--- src/rtl/imem_pkg.sv ---
// Shared types and sizing for the instruction-memory loader.
package imem_pkg;

    localparam int IMEM_DEPTH     = 64;
    localparam int IMEM_ADDR_W    = 8;
    localparam int INSTR_W        = 32;
    localparam int BYTES_PER_WORD = 4;

    typedef enum logic [1:0] {
        ST_IDLE     = 2'd0,
        ST_ASSEMBLE = 2'd1,
        ST_WRITE    = 2'd2,
        ST_DONE     = 2'd3
    } loader_state_t;

endpackage

--- src/rtl/imem_byte_packer.sv ---
// Packs big-endian bytes into a 32-bit instruction word.
// 'word' shows the pack register with the current byte merged in at its
// slot, so the loader can capture a complete word on the edge that accepts
// the fourth byte.
module imem_byte_packer
    import imem_pkg::*;
(
    input  logic               clk,
    input  logic               rst_n,
    input  logic               accept,
    input  logic [7:0]         data_byte,
    input  logic               clear,
    output logic [INSTR_W-1:0] word,
    output logic               word_full
);

    logic [1:0]         idx;
    logic [INSTR_W-1:0] pack;

    // Merge the incoming byte into its big-endian slot (byte 0 is the MSB).
    always_comb begin
        word = pack;
        case (idx)
            2'd0:    word[31:24] = data_byte;
            2'd1:    word[23:16] = data_byte;
            2'd2:    word[15:8]  = data_byte;
            default: word[7:0]   = data_byte;
        endcase
    end

    assign word_full = accept && (idx == 2'(BYTES_PER_WORD - 1));

    // Byte index and pack register; the index wraps to 0 after the last byte.
    always_ff @(posedge clk or negedge rst_n) begin
        if (!rst_n) begin
            idx  <= 2'd0;
            pack <= '0;
        end else if (clear) begin
            idx  <= 2'd0;
            pack <= '0;
        end else if (accept) begin
            idx  <= idx + 2'd1;
            pack <= word;
        end
    end

endmodule

--- src/rtl/imem_loader.sv ---
// Instruction-memory loader: byte stream in, one-cycle word writes out,
// CPU held in reset until a complete program has been written.
//
//  state    | meaning
//  ---------+-----------------------------------------------------------
//  IDLE     | after reset, waiting for start; CPU held
//  ASSEMBLE | accepting bytes into the pack register (in_ready=1)
//  WRITE    | single cycle, wr_en=1 with the packed word at wr_addr
//  DONE     | program loaded, CPU released; start reloads
module imem_loader
    import imem_pkg::*;
#(
    parameter int DEPTH  = IMEM_DEPTH,
    parameter int ADDR_W = IMEM_ADDR_W,
    parameter int DATA_W = INSTR_W
) (
    input  logic              clk,
    input  logic              rst_n,
    input  logic              start,
    input  logic [ADDR_W-1:0] word_count,
    input  logic [7:0]        in_byte,
    input  logic              in_valid,
    output logic              in_ready,
    output logic              wr_en,
    output logic [ADDR_W-1:0] wr_addr,
    output logic [DATA_W-1:0] wr_data,
    output logic              busy,
    output logic              done,
    output logic              cpu_hold,
    output logic              start_err
);

    localparam logic [ADDR_W-1:0] DEPTH_A = ADDR_W'(DEPTH);

    loader_state_t     state, state_d;
    logic [ADDR_W-1:0] count, count_d;
    logic [ADDR_W-1:0] addr_d;
    logic [DATA_W-1:0] data_d;
    logic              wr_en_d, busy_d, done_d, hold_d, err_d;
    logic              accept, clear, word_full;
    logic [DATA_W-1:0] packed_word;

    assign in_ready = (state == ST_ASSEMBLE);
    assign accept   = in_valid && in_ready;

    imem_byte_packer u_packer (
        .clk       (clk),
        .rst_n     (rst_n),
        .accept    (accept),
        .data_byte (in_byte),
        .clear     (clear),
        .word      (packed_word),
        .word_full (word_full)
    );

    // Next state plus next values of every registered output.
    // wr_addr doubles as the word index: it is cleared on start and steps
    // once as each WRITE cycle ends, so after the last word it may read
    // DEPTH while wr_en is already low.
    always_comb begin
        state_d = state;
        count_d = count;
        addr_d  = wr_addr;
        data_d  = wr_data;
        err_d   = 1'b0;
        clear   = 1'b0;
        case (state)
            ST_IDLE, ST_DONE: begin
                if (start) begin
                    count_d = ((word_count == '0) || (word_count > DEPTH_A))
                              ? DEPTH_A : word_count;
                    addr_d  = '0;
                    clear   = 1'b1;
                    state_d = ST_ASSEMBLE;
                end
            end
            ST_ASSEMBLE: begin
                err_d = start;
                if (word_full) begin
                    data_d  = packed_word;
                    state_d = ST_WRITE;
                end
            end
            ST_WRITE: begin
                err_d  = start;
                addr_d = wr_addr + 1'b1;
                if (wr_addr == count - 1'b1) begin
                    state_d = ST_DONE;
                end else begin
                    state_d = ST_ASSEMBLE;
                end
            end
            default: state_d = ST_IDLE;
        endcase
        wr_en_d = (state_d == ST_WRITE);
        busy_d  = (state_d == ST_ASSEMBLE) || (state_d == ST_WRITE);
        done_d  = (state_d == ST_DONE);
        hold_d  = (state_d != ST_DONE);
    end

    // State, latched count and registered outputs.
    always_ff @(posedge clk or negedge rst_n) begin
        if (!rst_n) begin
            state     <= ST_IDLE;
            count     <= '0;
            wr_addr   <= '0;
            wr_data   <= '0;
            wr_en     <= 1'b0;
            busy      <= 1'b0;
            done      <= 1'b0;
            cpu_hold  <= 1'b1;
            start_err <= 1'b0;
        end else begin
            state     <= state_d;
            count     <= count_d;
            wr_addr   <= addr_d;
            wr_data   <= data_d;
            wr_en     <= wr_en_d;
            busy      <= busy_d;
            done      <= done_d;
            cpu_hold  <= hold_d;
            start_err <= err_d;
        end
    end

endmodule

--- config.mk ---
export PLATFORM = sky130hd
export DESIGN_NAME = imem_loader
export DESIGN_NICKNAME = d
export VERILOG_FILES = /design/src/rtl/imem_pkg.sv /design/src/rtl/imem_byte_packer.sv /design/src/rtl/imem_loader.sv
export SDC_FILE = /design/constraint.sdc
export NUM_CORES = 1
export LEC_CHECK = 0
export CORE_AREA = 2 2 96 98
export CTS_BUF_LIST = sky130_fd_sc_hd__clkbuf_8
export DETAILED_ROUTE_END_ITERATION = 8
export DIE_AREA = 0 0 98 100
export PLACE_DENSITY = 0.76
export SYNTH_ARGS = -nofsm -noshare
export SYNTH_HDL_FRONTEND = slang
export SYNTH_SLANG_ARGS = --single-unit
--- constraint.sdc ---
create_clock -name clk -period 2.3 [get_ports clk]
set_input_delay 0.575 -clock clk [delete_from_list [all_inputs] [get_ports clk]]
set_output_delay 0.575 -clock clk [all_outputs]
set_load 0.03 [all_outputs]
After elaboration in Yosys (flattened, before gate mapping)
Index checks and enable logic that the tools add are counted.

$add $sub $neg: 3. Reductions and logical operators: 15. Equality and inequality tests: 12. Magnitude comparators: 1. Mux-type cells: 18.

Operators by type and width (number): $mux W32 (2); $mux W8 (6); $pmux W8 S2 (1); $eq A2 B2 Y1 const B (6); $mux W2 (5); $add A8 B1 Y8 const B (1); $eq A8 B8 Y1 (1); $gt A8 B7 Y1 const B (1); $logic_not A8 Y1 (1); $sub A8 B1 Y8 const B (1); $eq A2 B1 Y1 const B (3); $pmux W2 S3 (1); $reduce_and A2 Y1 (3); $logic_not A2 Y1 (2); $ne A2 B2 Y1 const B (2); $reduce_bool A2 Y1 (2); $reduce_or A2 Y1 (2); $mux W1 (3); $reduce_or A3 Y1 (1); $add A2 B1 Y2 const B (1); $logic_and A1 B1 Y1 (2); $logic_or A1 B1 Y1 (2).

Output and inout port bits: 46. Input bits: 20. Register bits: 89. Word-level logic and storage cells: 60.

Longest topological paths before layout
Gate-level depths: netlist of the first run.

Depth in word-level cells: 7. Depth in mapped cells: 11. Depth with buffers taken out: 9.

Hierarchy
A second synthesis of the first run with hierarchy kept.

Cells, all modules: 364. Area total of the unflattened synthesis: 4456.8 um^2.

Modules (own cells, without submodules): imem_loader (sequential area each 1377.6 um^2, area an instance 2446.1 um^2, times used 1, cells each 197); imem_byte_packer (sequential area each 850.8 um^2, area an instance 2010.7 um^2, times used 1, cells each 167).

Worst setup path before layout of the first run
OpenSTA, ideal clock, no wires.

Kind: register to register. Start point: register count[0]. End point: register busy. Path buffers: 2. Clock period less this slack: 2266 ps. Cell stages (with the launch flop): 11. Arrival: 2140 ps. Path slack: 34 ps. Required time: 2174 ps. Setup time: 126 ps. Cell sequence: dfrtp_1 -> clkbuf_1 -> inv_1 -> ha_1 -> clkbuf_1 -> nand2b_1 -> a21o_1 -> a31oi_1 -> nor3_1 -> a221o_1 -> ha_1.

Cells in the longest elaborated chain, start to end: 6. Elaborated cells on any way between the ends: 7. Classes of those cells: add/sub (1); eq/ne (3); mux (2); reduce/logical (1).

RTL lines: start, declared (RTL line imem_loader.sv:36) `logic [ADDR_W-1:0] count, count_d;`; start signal, assigned (RTL line imem_loader.sv:115) `count <= count_d;`; $sub A8 B1 Y8 * (RTL line imem_loader.sv:87) `if (wr_addr == count - 1'b1) begin`; $eq A8 B8 Y1 * (RTL line imem_loader.sv:87); $mux W2 * (RTL line imem_loader.sv:87); $pmux W2 S3 * (RTL line imem_loader.sv:67) `case (state)`; via state_d[1] (RTL line imem_loader.sv:35) `loader_state_t state, state_d;`; $eq A2 B1 Y1 / $eq A2 B2 Y1 (equally long branches) (RTL line imem_loader.sv:96) `busy_d = (state_d == ST_ASSEMBLE) || (state_d == ST_WRITE);`; $logic_or A1 B1 Y1 * (RTL line imem_loader.sv:96); via busy_d (RTL line imem_loader.sv:39) `logic wr_en_d, busy_d, done_d, hold_d, err_d;`; end signal, assigned (RTL line imem_loader.sv:119) `busy <= busy_d;`; end, declared (RTL line imem_loader.sv:27) `output logic busy,`.

The timed path passes the listed nets; every way through them passes the cells marked *. A chain may end at the register's enable or synchronous reset.

Worst setup path in the final report of the first run
Start point: register wr_addr[2]. End point: output wr_addr[2].

RTL lines: start, declared (RTL line imem_loader.sv:25) `output logic [ADDR_W-1:0] wr_addr,`; start signal, assigned (RTL line imem_loader.sv:116) `wr_addr <= addr_d;`.

No word-level cell between the ends.

==> results of run 1 <==
## worst min-delay path by stage
stage	to	slack, ns	cells past startpoint
floorplan	busy	0.28	0
global placement	wr_data[16]	0.46	2
finish	wr_data[17]	0.15	1
detailed placement	wr_data[16]	0.47	2
global route	wr_data[16]	0.18	1
CTS	wr_data[31]	0.16	1
## flip-flops by register name, summed over array words and instances, names as in the netlist
| register | flops |
|---|---|
| u_packer.idx | 2 |
| u_packer.pack | 32 |
| busy | 1 |
| state | 2 |
| wr_en | 1 |
| done | 1 |
| count | 8 |
| cpu_hold | 1 |
| wr_data | 32 |
| start_err | 1 |
| wr_addr | 8 |
## metrics by stage
step / util / hold WS, ns / total power, mW / setup slack (ns) / area, µm²
after global placement: 0.568 / 0.461 / 5.31 / -0.00216 / 5050
after global routing: 0.595 / 0.181 / 7.05 / 0.0191 / 5290
final: 0.595 / 0.151 / 6.60 / 0.0605 / 5290
after CTS: 0.594 / 0.159 / 6.65 / 0.0461 / 5280
after detailed placement: 0.568 / 0.470 / 5.40 / -0.0478 / 5050
after floorplan: - / 0.279 / 4.32 / 0.0337 / 4250
## area by class of cell
type | instances | area [µm²] | share of cell area
multi-input combinational | 303 | 1850 | 0.351
tap | 111 | 139 | 0.0263
inverter | 9 | 33.8 | 0.00639
timing repair buffer | 83 | 795 | 0.150
sequential | 89 | 2230 | 0.421
clock buffer | 11 | 151 | 0.0286
clock inverter | 5 | 86.3 | 0.0163
## routing by layer
metal  vias to the layer above  GRT usage  part of all wire
met5                         -          0                 0
met4                         0     0.0502            0.0078
met3                         6     0.0362             0.047
met2                        82      0.319              0.50
met1                      1581      0.279              0.45
li1                       1609          -                 -
## timing repair
action,CTS,global route
gates resized for setup,1,2
endpoints found under the hold margin,0,0
endpoints found under the setup margin,1,1
## power groups by stage
stage               Sequential (mW)  Clock (mW)  Combinational [mW]
floorplan                      2.89           0                1.43
global placement               2.41           0                2.90
detailed placement             2.43           0                2.97
CTS                            2.40        1.27                2.98
global route                   2.47        1.34                3.24
finish                         2.39        1.25                2.96
## Yosys cell counts (2+ instances only)
library cell and instances:
sky130_fd_sc_hd__nand2_1 76, sky130_fd_sc_hd__and2_1 3, sky130_fd_sc_hd__nand3_1 35, sky130_fd_sc_hd__xor2_1 8
sky130_fd_sc_hd__nor2b_1 4, sky130_fd_sc_hd__nand2b_1 4, sky130_fd_sc_hd__nor3_1 5, sky130_fd_sc_hd__dfrtp_1 88
sky130_fd_sc_hd__mux2i_1 34, sky130_fd_sc_hd__o21ai_0 36, sky130_fd_sc_hd__ha_1 12, sky130_fd_sc_hd__nor4_1 2
sky130_fd_sc_hd__buf_1 11, sky130_fd_sc_hd__inv_1 9, sky130_fd_sc_hd__xnor2_1 9, sky130_fd_sc_hd__o2111ai_1 2
sky130_fd_sc_hd__a22o_1 6, sky130_fd_sc_hd__clkbuf_1 25, sky130_fd_sc_hd__nor2_1 12, sky130_fd_sc_hd__a21oi_1 36
sky130_fd_sc_hd__buf_2 2
## cells in the final DEF (no fill, tap or decap), types with 2 or more instances in the layout
cell type and n:
sky130_fd_sc_hd__bufinv_16 2, sky130_fd_sc_hd__buf_4 18, sky130_fd_sc_hd__clkbuf_8 11, sky130_fd_sc_hd__inv_1 9, sky130_fd_sc_hd__and2_1 3, sky130_fd_sc_hd__clkinv_4 2, sky130_fd_sc_hd__o2111ai_1 2, sky130_fd_sc_hd__nand2_1 75
sky130_fd_sc_hd__nand3_1 35, sky130_fd_sc_hd__nor2b_1 3, sky130_fd_sc_hd__o21ai_0 36, sky130_fd_sc_hd__nor3_1 5, sky130_fd_sc_hd__dfrtp_1 88, sky130_fd_sc_hd__nor2_1 12, sky130_fd_sc_hd__ha_1 11, sky130_fd_sc_hd__mux2i_1 34
sky130_fd_sc_hd__xor2_1 8, sky130_fd_sc_hd__a21oi_1 36, sky130_fd_sc_hd__nand2_2 2, sky130_fd_sc_hd__clkdlybuf4s50_1 63, sky130_fd_sc_hd__nor4_1 2, sky130_fd_sc_hd__a22o_1 6, sky130_fd_sc_hd__nand2b_1 4, sky130_fd_sc_hd__xnor2_1 9
## cells by family after synthesis
group | share of synthesized area
simple gates | 0.156
compound gates | 0.125
flops | 0.524
buf+inv | 0.0421
mux | 0.0826
xor+xnor | 0.0350
fa+ha+maj | 0.0353
==> impl_metrics.xml, run 1 <==
<?xml version="1.0" encoding="UTF-8"?>
<metrics>
  <group name="outcome">
    <metric name="run_status" unit="">completed</metric>
  </group>
  <group name="worst_setup_path">
    <metric name="timing.reg2reg.setup_slack" unit="ns">0.18</metric>
    <metric name="crit_path_max_fanout" unit="">10</metric>
    <metric name="worst_path_max_delay_cell" unit="">sky130_fd_sc_hd__clkdlybuf4s50_1</metric>
    <metric name="crit-reg2reg-capture" unit="">busy</metric>
    <metric name="startpoint_type" unit="">flip-flop</metric>
    <metric name="timing.setup.critical_path_class" unit="">flip-flop to output port</metric>
    <metric name="crit_family" unit="">buffers and inverters</metric>
    <metric name="critical_path_arrival" unit="ns">1.66</metric>
    <metric name="critPathMaxStageDelay" unit="ns">0.75</metric>
    <metric name="timing.critical_path.cells" unit="">clkdlybuf4s50_1</metric>
    <metric name="worstReg2RegStart" unit="">count[1]</metric>
    <metric name="worstSetupEndpoint" unit="">wr_addr[2]</metric>
    <metric name="required" unit="ns">1.73</metric>
    <metric name="cp.depth" unit="">1</metric>
    <metric name="crit_path_start" unit="">wr_addr[2]</metric>
    <metric name="rr_worst_depth" unit="">8</metric>
    <metric name="worst-path-buf-inv" unit="">1</metric>
    <metric name="crit_path_end_kind" unit="">output port</metric>
  </group>
  <group name="placed_design">
    <metric name="place.detailed.instances" unit="">595</metric>
    <metric name="dpl.hpwl" unit="mm">6.31</metric>
    <metric name="portBuffers" unit="">65</metric>
    <metric name="gp_routability_congestion" unit="">0.831</metric>
  </group>
  <group name="synthesis">
    <metric name="synth_top_cells_by_area" unit="">sky130_fd_sc_hd__dfrtp_1, sky130_fd_sc_hd__mux2i_1, sky130_fd_sc_hd__nand2_1</metric>
    <metric name="yosysWarnings" unit="">0</metric>
    <metric name="synth_sequential_area_ratio" unit="">0.524</metric>
    <metric name="yosys.cell_types.count" unit="">41</metric>
    <metric name="synth_edf_count" unit="">0</metric>
    <metric name="ys_seq_elements" unit="">89</metric>
    <metric name="synthArstFlopShare" unit="">1.00</metric>
    <metric name="synthDominantCellAreaShare" unit="">0.518</metric>
    <metric name="synth_ff_type" unit="">sky130_fd_sc_hd__dfrtp_1</metric>
    <metric name="synth.net_count" unit="">471</metric>
    <metric name="yosys.area.top_type" unit="">sky130_fd_sc_hd__dfrtp_1</metric>
    <metric name="synthCells" unit="">439</metric>
    <metric name="synthesized_area_divided_by_synthesized_cell_count" unit="µm²">9.69</metric>
    <metric name="synthesis.area" unit="µm²">4250</metric>
  </group>
  <group name="sta">
    <metric name="fin_hold_viols" unit="">0</metric>
    <metric name="relSlewSlack" unit="">0.554</metric>
    <metric name="number_of_setup_violations_in_the_final_report" unit="">0</metric>
    <metric name="grt_setup_unrepaired" unit="">false</metric>
    <metric name="final.setup.tns" unit="ns">0</metric>
    <metric name="timing.final.crit_share" unit="">0.974</metric>
    <metric name="timing.clock.skew" unit="ns">0.0128</metric>
    <metric name="finalMaxSlewViolations" unit="">0</metric>
    <metric name="max_slew.worst_pin.slew" unit="ns">0.668</metric>
    <metric name="clock.fmax" unit="GHz">0.447</metric>
    <metric name="post-route-min-period" unit="ns">2.24</metric>
  </group>
  <group name="clock_network">
    <metric name="clkTransAtPathRegs" unit="ns">0.10</metric>
    <metric name="post-cts-setup-buffers" unit="">0</metric>
    <metric name="cts_made_buffers" unit="">9</metric>
    <metric name="insertion_delay" unit="ns">0.36</metric>
    <metric name="hold_buffers" unit="">0</metric>
    <metric name="tritoncts_clock_tree" unit="">built</metric>
    <metric name="cts.htree.levels" unit="">3</metric>
    <metric name="worst_case_clock_buffer_depth" unit="">2</metric>
    <metric name="cts.root.buffer_cell" unit="">sky130_fd_sc_hd__clkbuf_8</metric>
    <metric name="tritoncts_num_sinks" unit="">89</metric>
  </group>
  <group name="detailed_routing">
    <metric name="detail_route.drc_violations" unit="">0</metric>
    <metric name="firstDrtPassIters" unit="">4</metric>
    <metric name="vias" unit="">3278</metric>
    <metric name="vias_per_cell" unit="">5.36</metric>
    <metric name="routed_wire_length_per_instance" unit="µm">15.1</metric>
    <metric name="final_antenna_net_count" unit="">0</metric>
    <metric name="wl" unit="mm">9.23</metric>
    <metric name="drtIter0Drc" unit="">187</metric>
  </group>
  <group name="power_and_ir_drop">
    <metric name="relative_contribution_of_sequential_cells_to_total_power" unit="">0.363</metric>
    <metric name="clock_power_share" unit="">0.189</metric>
    <metric name="cell_internal_pwr" unit="mW">4.01</metric>
    <metric name="cellPowerDensity" unit="nW/µm²">1250</metric>
    <metric name="switching_share" unit="">0.393</metric>
    <metric name="peakVddDrop" unit="mV">0.518</metric>
    <metric name="p_leak" unit="nW">2.31</metric>
    <metric name="combPwrFrac" unit="">0.448</metric>
    <metric name="power_switching" unit="mW">2.59</metric>
  </group>
  <group name="grt">
    <metric name="vias_in_the_first_global_route" unit="">3162</metric>
    <metric name="overflow" unit="">0</metric>
    <metric name="gr-usage-all-layers" unit="">0.198</metric>
    <metric name="grt_antenna_before_repair" unit="">0</metric>
    <metric name="grt_pass1_wl" unit="mm">15.6</metric>
    <metric name="grt_max_degree" unit="">65</metric>
  </group>
  <group name="floorplan">
    <metric name="die_area" unit="µm²">9800</metric>
    <metric name="fp.dieW" unit="µm">98</metric>
    <metric name="chipHeight" unit="µm">100</metric>
    <metric name="initial_utilization" unit="">0.479</metric>
    <metric name="ioPinCount" unit="">66</metric>
    <metric name="placeableCoreArea" unit="µm²">8890</metric>
    <metric name="num_rows" unit="">35</metric>
  </group>
  <group name="cells_and_area">
    <metric name="nNetsFinal" unit="">527</metric>
    <metric name="ratio_of_cells_with_drive_above_1_in_the_final_layout" unit="">0.0840</metric>
    <metric name="finish.cell_count_without_fillers" unit="">611</metric>
    <metric name="num-fill-cells" unit="">775</metric>
    <metric name="diodes" unit="">0</metric>
    <metric name="areaGrowthSynthToFinish" unit="%">24.3</metric>
  </group>
  <group name="job">
    <metric name="maxCapViolCount" unit="">0</metric>
  </group>
  <group name="min_path">
    <metric name="worstHoldPathType" unit="">input pin to async pin</metric>
  </group>
</metrics>
No activity file was read; power rests on OpenSTA's default activity.
==> run 2: changes to the inputs <==
TNS_END_PERCENT = 5   (was unset)
==> results of run 2 <==
Same layout as run 1: the final DEF is identical, and so are final timing and power.
